**config.mk**
```make
export PLATFORM = sky130hd
export DESIGN_NAME = fetch_unit
export DESIGN_NICKNAME = d
export VERILOG_FILES = /design/src/rtl/rexta_pkg.sv /design/src/rtl/fetch_queue.sv /design/src/rtl/fetch_unit.sv
export SDC_FILE = /design/constraint.sdc
export NUM_CORES = 1
export LEC_CHECK = 0
export BUFFER_PORTS_ARGS = -buffer_cell sky130_fd_sc_hd__buf_4
export CAP_MARGIN = 20
export CORE_ASPECT_RATIO = 1.1
export CORE_MARGIN = 4
export CORE_UTILIZATION = 30
export CTS_BUF_LIST = sky130_fd_sc_hd__clkbuf_8
export CTS_CLUSTER_DIAMETER = 150
export DETAILED_ROUTE_END_ITERATION = 16
export GPL_TIMING_DRIVEN = 0
export PLACE_DENSITY_LB_ADDON = 0.2
export SLEW_MARGIN = 25
export SYNTH_ARGS = -nofsm -noshare
export SYNTH_HDL_FRONTEND = slang
export SYNTH_SLANG_ARGS = --single-unit
export TNS_END_PERCENT = 30
```
**constraint.sdc**
```tcl
create_clock -name clk -period 5.56 [get_ports clk]
set_clock_uncertainty 0.2 [all_clocks]
set_input_delay 0.278 -clock clk [delete_from_list [all_inputs] [get_ports clk]]
set_output_delay 0.278 -clock clk [all_outputs]
set_load 0.02 [all_outputs]
```
**src/rtl/rexta_pkg.sv**
```systemverilog
// -----------------------------------------------------------------------------
// rexta: shared types and constants for the instruction fetch slice.
//   DEFAULT_RESET_PC : default first fetch address after reset
//   fetch_entry_t    : one prefetched {pc, instr} pair
//   fetch_state_t    : fetch FSM states (RUN fetches, HALT issues nothing)
// -----------------------------------------------------------------------------
package rexta;

  localparam logic [31:0] DEFAULT_RESET_PC = 32'h0000_0000;

  typedef struct packed {
    logic [31:0] pc;
    logic [31:0] instr;
  } fetch_entry_t;

  typedef enum logic {
    FETCH_RUN,
    FETCH_HALT
  } fetch_state_t;

endpackage

```
**src/rtl/fetch_queue.sv**
```systemverilog
// -----------------------------------------------------------------------------
// fetch_queue: synchronous FIFO of fetch_entry_t used as the prefetch queue.
//   clk, rst   : clock, synchronous active-high reset
//   push       : write push_data at the tail this cycle
//   push_data  : entry to write
//   pop        : drop the head entry this cycle (caller guarantees non-empty)
//   flush      : discard all entries; overrides push and pop
//   head       : current head entry (contents undefined while count == 0)
//   count      : number of valid entries, 0..DEPTH
// DEPTH must be a power of two so the pointers wrap by plain overflow.
// A push and a pop in the same cycle on a full queue is legal: the head slot
// is freed by the pop while the tail writes the slot it was already pointing to.
// -----------------------------------------------------------------------------
module fetch_queue
  import rexta::*;
#(
  parameter int DEPTH = 2,
  localparam int PW = (DEPTH > 1) ? $clog2(DEPTH) : 1,
  localparam int CW = PW + 1
) (
  input  logic          clk,
  input  logic          rst,
  input  logic          push,
  input  fetch_entry_t  push_data,
  input  logic          pop,
  input  logic          flush,
  output fetch_entry_t  head,
  output logic [CW-1:0] count
);

  fetch_entry_t  entries [DEPTH];
  logic [PW-1:0] head_ptr;
  logic [PW-1:0] tail_ptr;

  // NOTE: sequential state uses non-blocking assignments so every register
  // samples the pre-edge values, independent of statement order.
  always_ff @(posedge clk) begin
    if (rst || flush) begin
      head_ptr <= '0;
      tail_ptr <= '0;
      count    <= '0;
    end else begin
      if (push) tail_ptr <= tail_ptr + PW'(1);
      if (pop)  head_ptr <= head_ptr + PW'(1);
      if (push && !pop)      count <= count + CW'(1);
      else if (!push && pop) count <= count - CW'(1);
    end
  end

  // NOTE: the storage array has no reset; validity is tracked by count alone,
  // which keeps the array a plain RAM without a reset network.
  always_ff @(posedge clk) begin
    if (push && !flush && !rst) entries[tail_ptr] <= push_data;
  end

  assign head = entries[head_ptr];

endmodule

```
**src/rtl/fetch_unit.sv**
```systemverilog
// -----------------------------------------------------------------------------
// fetch_unit: instruction fetch stage in front of the instruction memory.
// Issues word fetches from fetch_pc, queues returned words with their address
// and hands {pc, instr} pairs to decode over valid/ready.
//   clk, rst            : clock, synchronous active-high reset
//   mem_cs, mem_addr    : fetch request and word-aligned byte address
//   mem_rdata, mem_ready: returned word, valid when mem_ready accepts request
//   redirect_valid/_pc  : control-flow change; flushes queue, reloads fetch_pc
//   out_valid/_pc/_instr: queue head towards decode (pc/instr zero when idle)
//   out_ready           : decode consumes the head this cycle
//   fault               : sticky misaligned-redirect flag
// Build option REXTA_FETCH_ALIGN_CHECK_EN: when defined, a misaligned redirect
// target raises fault and parks the FSM in HALT until an aligned redirect.
// When undefined, the low target bits are dropped and fault is tied to 0.
// -----------------------------------------------------------------------------
module fetch_unit
  import rexta::*;
#(
  parameter logic [31:0] RESET_PC    = DEFAULT_RESET_PC,
  parameter int          QUEUE_DEPTH = 2
) (
  input  logic        clk,
  input  logic        rst,
  output logic        mem_cs,
  output logic [31:0] mem_addr,
  input  logic [31:0] mem_rdata,
  input  logic        mem_ready,
  input  logic        redirect_valid,
  input  logic [31:0] redirect_pc,
  output logic        out_valid,
  output logic [31:0] out_pc,
  output logic [31:0] out_instr,
  input  logic        out_ready,
  output logic        fault
);

  localparam int CW = $clog2(QUEUE_DEPTH) + 1;
  localparam logic [CW-1:0] DEPTH_L = CW'(QUEUE_DEPTH);

  fetch_state_t  state;
  fetch_state_t  state_next;
  logic [31:0]   fetch_pc;
  logic [CW-1:0] count;
  fetch_entry_t  head;
  logic          pop;
  logic          push;
  logic          misaligned;

  assign out_valid = (count != '0);
  assign pop       = out_valid && out_ready;
  assign push      = mem_cs && mem_ready;
  assign mem_addr  = fetch_pc;
  assign out_pc    = out_valid ? head.pc    : '0;
  assign out_instr = out_valid ? head.instr : '0;

`ifdef REXTA_FETCH_ALIGN_CHECK_EN
  assign misaligned = redirect_pc[1:0] != 2'b00;
  // HALT is entered only through a misaligned redirect and left only through
  // an aligned one, which is exactly the lifetime of the sticky fault.
  assign fault      = (state == FETCH_HALT);
`else
  assign misaligned = 1'b0;
  assign fault      = 1'b0;
`endif

  // NOTE: every combinational output gets a default first, so no path leaves
  // a signal unassigned and no latch is inferred.
  always_comb begin
    state_next = state;
    mem_cs     = 1'b0;
    if (redirect_valid) state_next = misaligned ? FETCH_HALT : FETCH_RUN;
    // A pop this cycle frees a slot, so a full queue still accepts a word.
    if (!rst && state == FETCH_RUN && !redirect_valid && (count < DEPTH_L || pop))
      mem_cs = 1'b1;
  end

  always_ff @(posedge clk) begin
    if (rst) begin
      state    <= FETCH_RUN;
      fetch_pc <= RESET_PC;
    end else begin
      state <= state_next;
      if (redirect_valid) fetch_pc <= redirect_pc & ~32'h3;
      else if (push)      fetch_pc <= fetch_pc + 32'd4;
    end
  end

  fetch_queue #(.DEPTH(QUEUE_DEPTH)) u_queue (
    .clk       (clk),
    .rst       (rst),
    .push      (push),
    .push_data ('{pc: fetch_pc, instr: mem_rdata}),
    .pop       (pop),
    .flush     (redirect_valid),
    .head      (head),
    .count     (count)
  );

endmodule

```
=== After elaboration in Yosys (flattened, before gate mapping) ===
Memories as Yosys holds them, arrays and structs flattened. A register that Yosys moved wholly into a read port is not among the register bits.
Index checks and enable logic that the tools add are counted.

* Flip-flop bits (word level): 36
* Memory bits (writable): 128
* Input port bits: 69
* Memories: 1

* Add/sub/neg operators: 5
* Order comparisons: 1
* Mux-type cells: 11
* Reductions and logical operators: 18

{| class="wikitable"
|+ Memory list
! memory !! words !! bits a word !! read ports !! clocked after Yosys merged registers in !! wr ports !! line !! source
|-
| u_queue.entries || 2 || 64 || 1 || 1 || 1 || fetch_queue.sv:31 || <nowiki>fetch_entry_t entries [DEPTH];</nowiki>
|}

{| class="wikitable"
|+ Operator list
! kind !! number
|-
| $mux 32 || 4
|-
| $add 32x3->32 const B || 1
|-
| $logic_and 1x1->1 || 8
|-
| $reduce_bool 2->1 || 3
|-
| $mux 1 || 5
|-
| $logic_not 1->1 || 4
|-
| $mux 2 || 2
|-
| $add 1x1->1 const B || 2
|-
| $add 2x1->2 const B || 1
|-
| $logic_or 1x1->1 || 2
|-
| $lt 2x2->1 const B || 1
|-
| $reduce_or 2->1 || 1
|-
| $sub 2x1->2 const B || 1
|}

=== Logic depth before layout (Yosys ltp) ===
Gate-level depths: netlist of run 1.

* Word-level depth: 10
* Mapped depth: 8

=== Hierarchy ===
From an unflattened synthesis of run 1, not the netlist that was laid out.

* Cell total of the unflattened synthesis: 523
* Area, all modules: 7108.1 sq um

{| class="wikitable"
|+ Modules (own cells, without submodules)
! module !! times used !! cells each !! area each (sq um)
|-
| fetch_queue || 1 || 221 || 4850.9
|-
| fetch_unit || 1 || 302 || 2257.2
|}

=== Worst setup path before layout of run 1 ===
OpenSTA, ideal clock, no wires.

* Path kind: input -> register
* Start: input port rst
* End: memory u_queue.entries[0][0] (netlist name), enable pin
* Library setup time: 482 ps
* Arrival time: 3555 ps
* Data required time: 4878 ps
* Slack: 1323 ps
* Stages: 4
* Path buffers: 1
* Cell sequence: buf_6 -> or2_0 -> or3_4 -> nor2_1

* Cells in the longest elaborated chain, start to end: 9

{| class="wikitable"
|+ RTL lines
! item !! line !! source
|-
| start: declaration || fetch_unit.sv:23 || <nowiki>input logic rst,</nowiki>
|-
| $logic_not 1->1 (*) || fetch_queue.sv:53, fetch_unit.sv:73 ||
|-
| $logic_and 1x1->1 (2 in series) || fetch_unit.sv:73 || <nowiki>if (!rst && state == FETCH_RUN && !redirect_valid && (count < DEPTH_L || pop))</nowiki>
|-
| $mux 1 || fetch_unit.sv:73 ||
|-
| $logic_and 1x1->1 || fetch_unit.sv:51 || <nowiki>assign push = mem_cs && mem_ready;</nowiki>
|-
| $logic_and 1x1->1 || fetch_queue.sv:53 || <nowiki>if (push && !flush && !rst) entries[tail_ptr] <= push_data;</nowiki>
|-
| $logic_and 1x1->1 (*) || fetch_queue.sv:53 ||
|-
| $mux 1 (*) || fetch_queue.sv:53 ||
|-
| $mux 1 (not written as such) (*) || fetch_queue.sv:53 ||
|-
| end: declaration || fetch_queue.sv:31 ||
|}

Every way passes the cells marked *; elsewhere a longest branch is shown, timed or not.

==> metrics.txt, run 1 <==
Fmax achieved=about 0.34 GHz; largest net degree at the start of global routing=44; CTS buffer count=17; total number of vias=roughly 5300; LEAKAGE=3.409 nW; WL final=roughly 19000 microns; layout cells sized above 1=0.2687; yosys warns=0; Hold Vio Cnt, Final=0; CTS sink count=roughly 160; post-route ant nets=0; placed cells=~1000; Finished Layout Cells=about 1100; final setup fails=0; first-pass GRT wire length=28680 microns; CTS tree=built; Worst slew margin=0.4763; slowest stage delay, CP=around 660 ps; cells along the critical path=clkbuf_1 > clkbuf_1 > mux2i_1 > nor2_1 > buf_4; post-synthesis instance total=533; P per Cell Area=around 270 nW/um^2; Clk Latency, worst-skew pair=about 440 ps; commonest register cell after synthesis=edfxtp_1; total negative slack=0 ps; leading area contributor after synthesis=edfxtp_1; Min-Delay Path Class=in2reg; wire length per cell=approximately 18 microns; post-synth top area share=0.5462; CTS H-tree lvls=4; drt pass-1 iters=5; DRC=0; post-DP HPWL=~14000 microns; area delta synth->final=39.62%; # fillers=roughly 2200; number of global-route vias before repair=5125; post-synthesis sequential area ratio=0.6489; synthesized flop and latch total=about 160; CP endpoint kind=output port; kind of critical path=reg2out; CP max-delay cell=clkbuf_1; leading post-synthesis cells by cell area=edfxtp_1 (55%), dfxtp_1 (10%), mux2i_1 (9.2%); fin crit share=0.5259; Die Area=25200 sq um; post-route minimum period=between 2000 and 3000 ps; CP startpoint kind=register; Iteration-0 DRC Markers=around 310; Port Buffers=~160; maximum vdd ir drop=between 0.1 and 0.15 mV; CP required=5080 ps; initial antenna violation count=0; CTS resizes=0; Slew @ Worst Pin=approximately 800 ps; Final nets=approximately 850; Cell variety after synth=48; Die Width=151.7 microns; max cap viols=0; hold slack=around 34 ps; Ant. Diodes=0; total gr overflow=0; EDFF count, synth=~120; max-slew violation count=0; status=finished, final reports clean; Rows=57; Core Area=~22000 sq um; critical path arrival=2450 ps; Clock transition at path regs=roughly 90 ps; Async S/R FF share, synth=0; syn_area_per_cell=approximately 13 sq um; initial core utilization=0.3064; cell mode on critical path=clkbuf_1; GPL Wtd Cong=between 0.8 and 0.9; Final Util=0.4278; Clock Path Buffers=2; vias per cell=4.863; IO Count=168; root buf cell=clkbuf_8; Critical Path Fanout Max=10; gr usage total=0.1473; die extent in y=roughly 170 microns; cell area after synthesis=about 6800 sq um; RSZ-0062 raised after global routing=false
cells in the mapped netlist, types with 3 or more instances:
| library cell | number |
|---|---|
| inv_1 | 6 |
| o311ai_1 | 5 |
| o31ai_1 | 8 |
| nand3_1 | 8 |
| and2_1 | 11 |
| mux2i_1 | 63 |
| a31oi_1 | 10 |
| and3_1 | 3 |
| o211ai_1 | 9 |
| clkbuf_1 | 23 |
| or3_1 | 7 |
| edfxtp_1 | 124 |
| a311oi_1 | 9 |
| nor3_1 | 3 |
| and4_1 | 5 |
| nand2_1 | 19 |
| or4b_1 | 4 |
| nor4_1 | 9 |
| buf_2 | 5 |
| o21ai_0 | 11 |
| or4_1 | 10 |
| a211oi_1 | 5 |
| buf_4 | 5 |
| xor2_1 | 8 |
| nand4_1 | 13 |
| dfxtp_1 | 35 |
| nor2_1 | 89 |
| buf_1 | 3 |
stage by stage:
step	worst slack, ps	total power [W]	cell area [sq um]
final	2636	0.002566	9519
after global routing	2423	0.002678	9519
after CTS	2504	0.002596	9519
after detailed placement	2982	0.001646	8518
after global placement	-589.8	0.001636	8396
after floorplan	1323	0.001501	6833
flip-flops by register name, summed over array words and instances (netlist names), named ones only:
name	count
u_queue.head_ptr	1
u_queue.count	2
mem_addr	30
u_queue.tail_ptr	1
u_queue.entries	124
worst max-delay path: cells and delay by family, from the launching register on:
kind / cells / cell delay [ps]
AND/OR/NAND/NOR: 1 / 60
buffers and inverters: 3 / 1340
flip-flops: 1 / 320
multiplexers: 1 / 280
cell usage in the layout, fill, tap and decap left out, drive strengths merged, types with 3 or more instances in the layout:
cell type,count
mux2i,63
edfxtp,124
nand2,19
o311ai,5
and4,6
nor2,89
clkinvlp,4
clkinv,3
xor2,8
nand3,9
o21ai,11
clkbuf,40
and2,11
or4,10
buf,178
bufinv,4
dlygate4sd3,57
nor4,9
a311oi,9
o31ai,8
a31oi,10
and3,3
or4b,4
inv,10
nor3,3
conb,5
a211oi,5
o211ai,9
or3,8
dfxtp,35
nand4,15
repair_timing:
item,4_1_cts,5_1_grt
setup buffers,0,0
hold endpoints to repair,91,0
hold buffers,57,0
area by class of cell:
type                            count  area [sq um]  area share
Multi-Input combinational cell    334          2216      0.2328
Clock buffer                       17         234.0     0.02458
Buffer                             38         182.7     0.01919
Inverter                            6         22.52    0.002366
Clock inverter                     15         196.4     0.02064
Sequential cell                   159          4424      0.4648
Timing Repair Buffer              220          1874      0.1969
Tap cell                          295         369.1     0.03877
per-layer routing:
| metal | up-vias | part of all wire | track usage |
|---|---|---|---|
| li1 | 2505 | - | - |
| met1 | 2553 | 0.43 | 0.1925 |
| met2 | 188 | 0.48 | 0.2376 |
| met3 | 25 | 0.070 | 0.03739 |
| met4 | 0 | 0.022 | 0.05002 |
| met5 | - | 0 | 0 |
logic make-up after synthesis:
family                     count (synthesis)  synth area share
adders and majority gates                  2          0.003670
buffers and inverters                     44           0.03010
other                                      1         0.0005500
muxes                                     63           0.09249
DFF                                      159            0.6489
AOI/OAI and AO/OA                         64           0.06772
xor gates and xnor gates                   8           0.01028
and+or+nand+nor                          192            0.1463
power breakdown:
| group | internal, W | total [W] | leakage (nW) | switching, W |
|---|---|---|---|---|
| registers | 0.00132 | 0.00135 | 1.42 | 0.0000384 |
| clock network | 0.000488 | 0.000917 | 0.212 | 0.000429 |
| logic | 0.000140 | 0.000294 | 1.78 | 0.000154 |
| total | 0.00194 | 0.00257 | 3.41 | 0.000622 |
final timing paths:
kind | slack, ps | endpoint | from | cells after the start
worst max-delay path | 2640 | out_instr[4] | register | 5
worst min-delay path | 30 | mem_addr[25] | redirect_pc[25] | 4
worst max register to register | 2800 | mem_addr[24] | mem_addr[2] | 6
worst min register to register | 320 | u_queue.head_ptr | u_queue.head_ptr | 2
Note: power is estimated with default switching activity, not from simulation.
==> inputs of run 2 (changes only) <==
- clock period: 5.56 -> 2.41 ns (I/O delays scaled with it)
==> run 2 against run 1 <==
Net effect:
- worst hold slack better by 93 ps
- routed wire length rose by 2.0%
- final area up 2.0%
- utilization rose by 0.84 points
- critical path type is now in2reg
- critical endpoint is now mem_addr[30]
- highest routed layer unchanged
==> metrics.txt, run 2 (synthesis results as in run 1) <==
status=finished, final reports clean; total number of vias=around 5300; Min-Delay Path Class=in2reg; worst reg2reg setup slack=roughly 100 ps; Flop pwr share=0.522; CTS buffer count=17; drt pass-1 iters=5; Hold Vio Cnt, Final=0; total gr overflow=0; fin area=~9700 sq um; IO Count=roughly 170; final setup fails=0; placed cell area=between 8000 and 9000 sq um; Clk pwr share=0.361; Die Width=~150 microns; cells along the critical path=buf_4 > dlygate4sd3_1 > or2_0 > dlygate4sd3_1 > clkbuf_4 > nor4_1 > or4b_1 > o211ai_1; CP delay by family, top=buffers and inverters; kind of critical path=in2reg; R2R depth=6; gr usage total=0.1510; Clk Latency, worst-skew pair=440 ps; Sw Pwr=approximately 0.0015 W; CP max-delay cell=dlygate4sd3_1; Final Util=0.4362; Fmax achieved=0.4281 GHz; initial antenna violation count=0; vias per cell=between 4 and 5; placed cells=slightly below 1000; largest net degree at the start of global routing=32; combinational cell fraction of total power=0.117; min-delay src=rst; Final nets=between 800 and 900; CP endpoint kind=register; hold slack=127.1 ps; Die Area=around 25000 sq um; cell mode on critical path=dlygate4sd3_1; Pint=between 0.004 and 0.005 W; area delta synth->final=42.37%; post-DP HPWL=between 10000 and 15000 microns; Rows=57; WL final=19490 microns; slowest stage delay, CP=between 500 and 600 ps; maximum vdd ir drop=about 0.29 mV; Biggest register=u_queue.entries; Clock transition at path regs=roughly 90 ps; P per Cell Area=617.1 nW/um^2; wire length per cell=17.72 microns; RSZ-0062 raised after global routing=true; Finished Layout Cells=1100; Clock Path Buffers=2; R2R Path Start=u_queue.count[1]; Worst slew margin=0.5591; max FFs per register=roughly 120; Core Area=22250 sq um; Iteration-0 DRC Markers=roughly 340; max cap viols=0; CP required=about 2600 ps; Ant. Diodes=0; Sw Ratio=0.2430; r2r endpoint=u_queue.count[1]; post-route minimum period=~2300 ps; post-route ant nets=0; critical path arrival=~2500 ps; DRC=0; CTS H-tree lvls=4; total negative slack=0 ps; CP startpoint kind=primary input; hold depth=3; commonest non-fill, non-tap cell in the layout=buf_4; Worst Path Buf+Inv=4; first-pass GRT wire length=between 20000 and 30000 microns; root buf cell=clkbuf_8; Crit path depth=8; GPL Wtd Cong=between 0.8 and 0.9; Port Buffers=roughly 160; CTS sink count=159; most frequent cells in the layout=buf_4 (168), edfxtp_1 (124), nor2_1 (86); fin crit share=0.9693; max-slew violation count=0; die extent in y=between 150 and 200 microns; initial core utilization=0.3064; LEAKAGE=3.498 nW; CTS tree=built; Critical Path Fanout Max=10; Worst Hold Endpoint=mem_addr[28]; layout cells sized above 1=0.2870; number of global-route vias before repair=5404; Slew @ Worst Pin=roughly 660 ps
-- run 2: cell types whose count changed in the layout (fill, tap and decap cells not counted), sizes merged --
cell         delta
dlygate4sd3    +13
clkbuf          +1
and2            +1
inv             -2
buf             +2
clkinv          +1
-- run 2: power groups by stage --
stage          registers (W)  logic (W)  clock network (W)
3_5_place_dp         0.00319   0.000607                  0
4_1_cts              0.00313   0.000701            0.00223
3_3_place_gp         0.00318   0.000588                  0
2_1_floorplan        0.00320   0.000264                  0
6_report             0.00313   0.000700            0.00216
5_1_grt              0.00314   0.000757            0.00234
-- run 2: worst max path at each step --
stage	start	to	slack [ps]
global route	u_queue.count[0]	out_pc[9]	-50
floorplan	rst	u_queue.entries[0][0]	7
CTS	u_queue.count[1]	u_queue.entries[1][14]	20
global placement	redirect_valid	u_queue.entries[0][48]	-710
detailed placement	u_queue.count[1]	u_queue.entries[1][9]	-220
finish	redirect_valid	mem_addr[30]	70
-- run 2: worst reg2reg max path: stages, from the launching register on --
cell        delay [ps]
dfxtp_1            440
nor2b_4            250
or3_4              220
clkinvlp_4         220
ha_1               380
or3_1              390
a21oi_1            150
-- run 2: layout make-up --
cell class                      count  area (sq um)
Multi-Input combinational cell    335          2257
Clock inverter                     14         190.2
Tap cell                          295         369.1
Fill cell                        2118         12540
Timing Repair Buffer              236          1999
Inverter                            6         26.28
Sequential cell                   159          4425
Clock buffer                       18         247.7
Buffer                             37         191.4
-- run 2: metrics by stage --
stage | power (W) | setup WS [ps]
finish | 0.005990 | 74.03
global route | 0.006242 | -48.41
CTS | 0.006059 | 24.59
detailed placement | 0.003797 | -221.1
global placement | 0.003773 | -710.6
floorplan | 0.003462 | 7.189
-- run 2: per-layer routing --
metal / vias up / GRT usage / share of wire
met4: 0 / 0.06448 / 0.033
met5: - / 0 / 0
li1: 2533 / - / -
met1: 2568 / 0.1853 / 0.41
met2: 207 / 0.2500 / 0.49
met3: 30 / 0.03903 / 0.070
-- run 2: timing repair --
action | in CTS | in global routing
resized for setup | 9 | 10
hold endpoints to repair | 99 | 0
cloned | 1 | 0
endpoints found under the setup margin | 123 | 114
setup buffers | 0 | 4
hold buffers | 70 | 0
pin swaps | 1 | 0
==> inputs of run 3 (changes only) <==
- CORE_ASPECT_RATIO: 1.1 -> 0.7
==> run 3 against run 2 <==
Net effect:
- fmax shrank 0.63%
- non-clock buffer count shrank 6
- global-route usage grew 0.21 points
- sequential power is essentially flat
- sequential cell count is the same
- register-to-register slack lost 40 ps
- die area grew 0.14%
- sequential share of layout area grew 0.22 points
- highest routed layer unchanged
==> metrics.txt, run 3 (synthesis results as in run 1) <==
status=finished, final reports clean; post-route minimum period=2351 ps; WL final=19710 microns; max-slew violation count=0; CTS buffer count=17; max FFs per register=roughly 120; Clock transition at path regs=approximately 80 ps; Hold Vio Cnt, Final=0; post-route ant nets=0; DRC=0; Iteration-0 DRC Markers=459; layout cells sized above 1=0.2866; met2 WL=8677 microns; CP startpoint kind=register; CTS tree=built; kind of critical path=reg2reg; Min-Delay Path Class=in2reg; Critical Path Fanout Max=9; area delta synth->final=41.86%; Port Buffers=between 150 and 200; Clock Path Buffers=2; Core Area=roughly 22000 sq um; final setup fails=0; initial antenna violation count=0; maximum vdd ir drop=around 0.33 mV; post-DP HPWL=between 10000 and 15000 microns; LEAKAGE=about 3.5 nW; CP endpoint kind=register; Met3 Wirelength=1454 microns; Fmax achieved=around 0.43 GHz; die extent in y=between 100 and 150 microns; RSZ-0062 raised after global routing=true; gr usage total=0.1531; Die Area=between 20000 and 30000 sq um; most frequent cells in the layout=buf_4 (164), edfxtp_1 (124), nor2_1 (87); root buf cell=clkbuf_8; Die Width=approximately 190 microns; drt pass-1 iters=5; Finished Layout Cells=approximately 1100; Biggest register=u_queue.entries; max cap viols=0; fin crit share=0.9754; # fillers=2048; number of global-route vias before repair=around 5200; Rows=45; initial core utilization=0.3097; IO Count=roughly 170; commonest non-fill, non-tap cell in the layout=buf_4; GPL Wtd Cong=between 0.8 and 0.9; M1 WL=about 9300 microns; wire length per cell=roughly 18 microns; total gr overflow=0; critical path arrival=2540 ps; Final Util=0.4393; Ant. Diodes=0; vias per cell=4.868; Worst slew margin=0.5816; P per Cell Area=625.5 nW/um^2; largest net degree at the start of global routing=63; CTS H-tree lvls=4; Slew @ Worst Pin=around 630 ps; CP required=2600 ps; placed cells=1004; Clk Latency, worst-skew pair=about 460 ps; CTS sink count=approximately 160; first-pass GRT wire length=29740 microns; total number of vias=~5400; Top Metal Used=met4; Final nets=around 860
## run 3: changes by cell type in the layout (fill, tap and decap cells not counted), sizes merged
cell	previous run	this run
clkinv	4	5
clkbuf	41	40
inv	8	9
bufinv	4	5
clkinvlp	4	1
dlygate4sd3	70	68
buf	180	177
## run 3: timing repair
item	CTS	global route
endpoints found under the setup margin	126	141
cloned	0	1
endpoints found under the hold margin	99	0
setup buffers	0	0
resized for setup	9	14
hold buffers	68	0
## run 3: area by class of cell
| cell class | instances | area (sq um) | share of cell area |
|---|---|---|---|
| plain buffers | 37 | 190.2 | 0.01966 |
| flip-flops and latches | 159 | 4431 | 0.4581 |
| clock inverters | 14 | 201.4 | 0.02083 |
| multi-input cells | 335 | 2245 | 0.2321 |
| well taps | 305 | 381.6 | 0.03946 |
| inverters | 6 | 26.28 | 0.002717 |
| clock buffers | 18 | 247.7 | 0.02561 |
| repair buffers | 230 | 1949 | 0.2016 |
## run 3: stage by stage
step	setup slack [ps]	power [W]	hold WS (ps)	setup TNS [ps]	instance area, sq um
floorplan	7.189	0.003462	19.37	0	6850
global placement	-681.7	0.003772	107.1	-54040	8426
detailed placement	-295.2	0.003797	108.8	-14970	8501
CTS	-143.0	0.006126	59.91	-13490	9642
global route	-72.95	0.006300	24.05	-156.4	9672
finish	59.33	0.006049	17.72	0	9672
## run 3: worst paths after layout
path                         start          endpoint  slack, ps  cells after the start
setup / recovery  u_queue.count[1]  u_queue.count[1]         60                      6
hold / removal           mem_ready       mem_addr[9]         20                      4
setup reg to reg  u_queue.count[1]  u_queue.count[1]         60                      6
hold reg to reg   u_queue.head_ptr          register        330                      2
## run 3: layer usage
metal | up-vias | global-route usage
met3 | 27 | 0.04006
met5 | - | 0
li1 | 2529 | -
met4 | 0 | 0.04197
met1 | 2576 | 0.2190
met2 | 242 | 0.2308
## run 3: power breakdown
| part | internal, W | switching [W] |
|---|---|---|
| clock | 0.00125 | 0.000974 |
| combinational | 0.000335 | 0.000367 |
| sequential | 0.00304 | 0.0000889 |
## run 3: worst max-delay path, stage by stage, from the launching register on
cell        delay [ps]
dfxtp_2            390
nor2b_4            280
or3_4              240
clkinvlp_4         240
ha_1               390
or3_1              380
a21oi_1            150
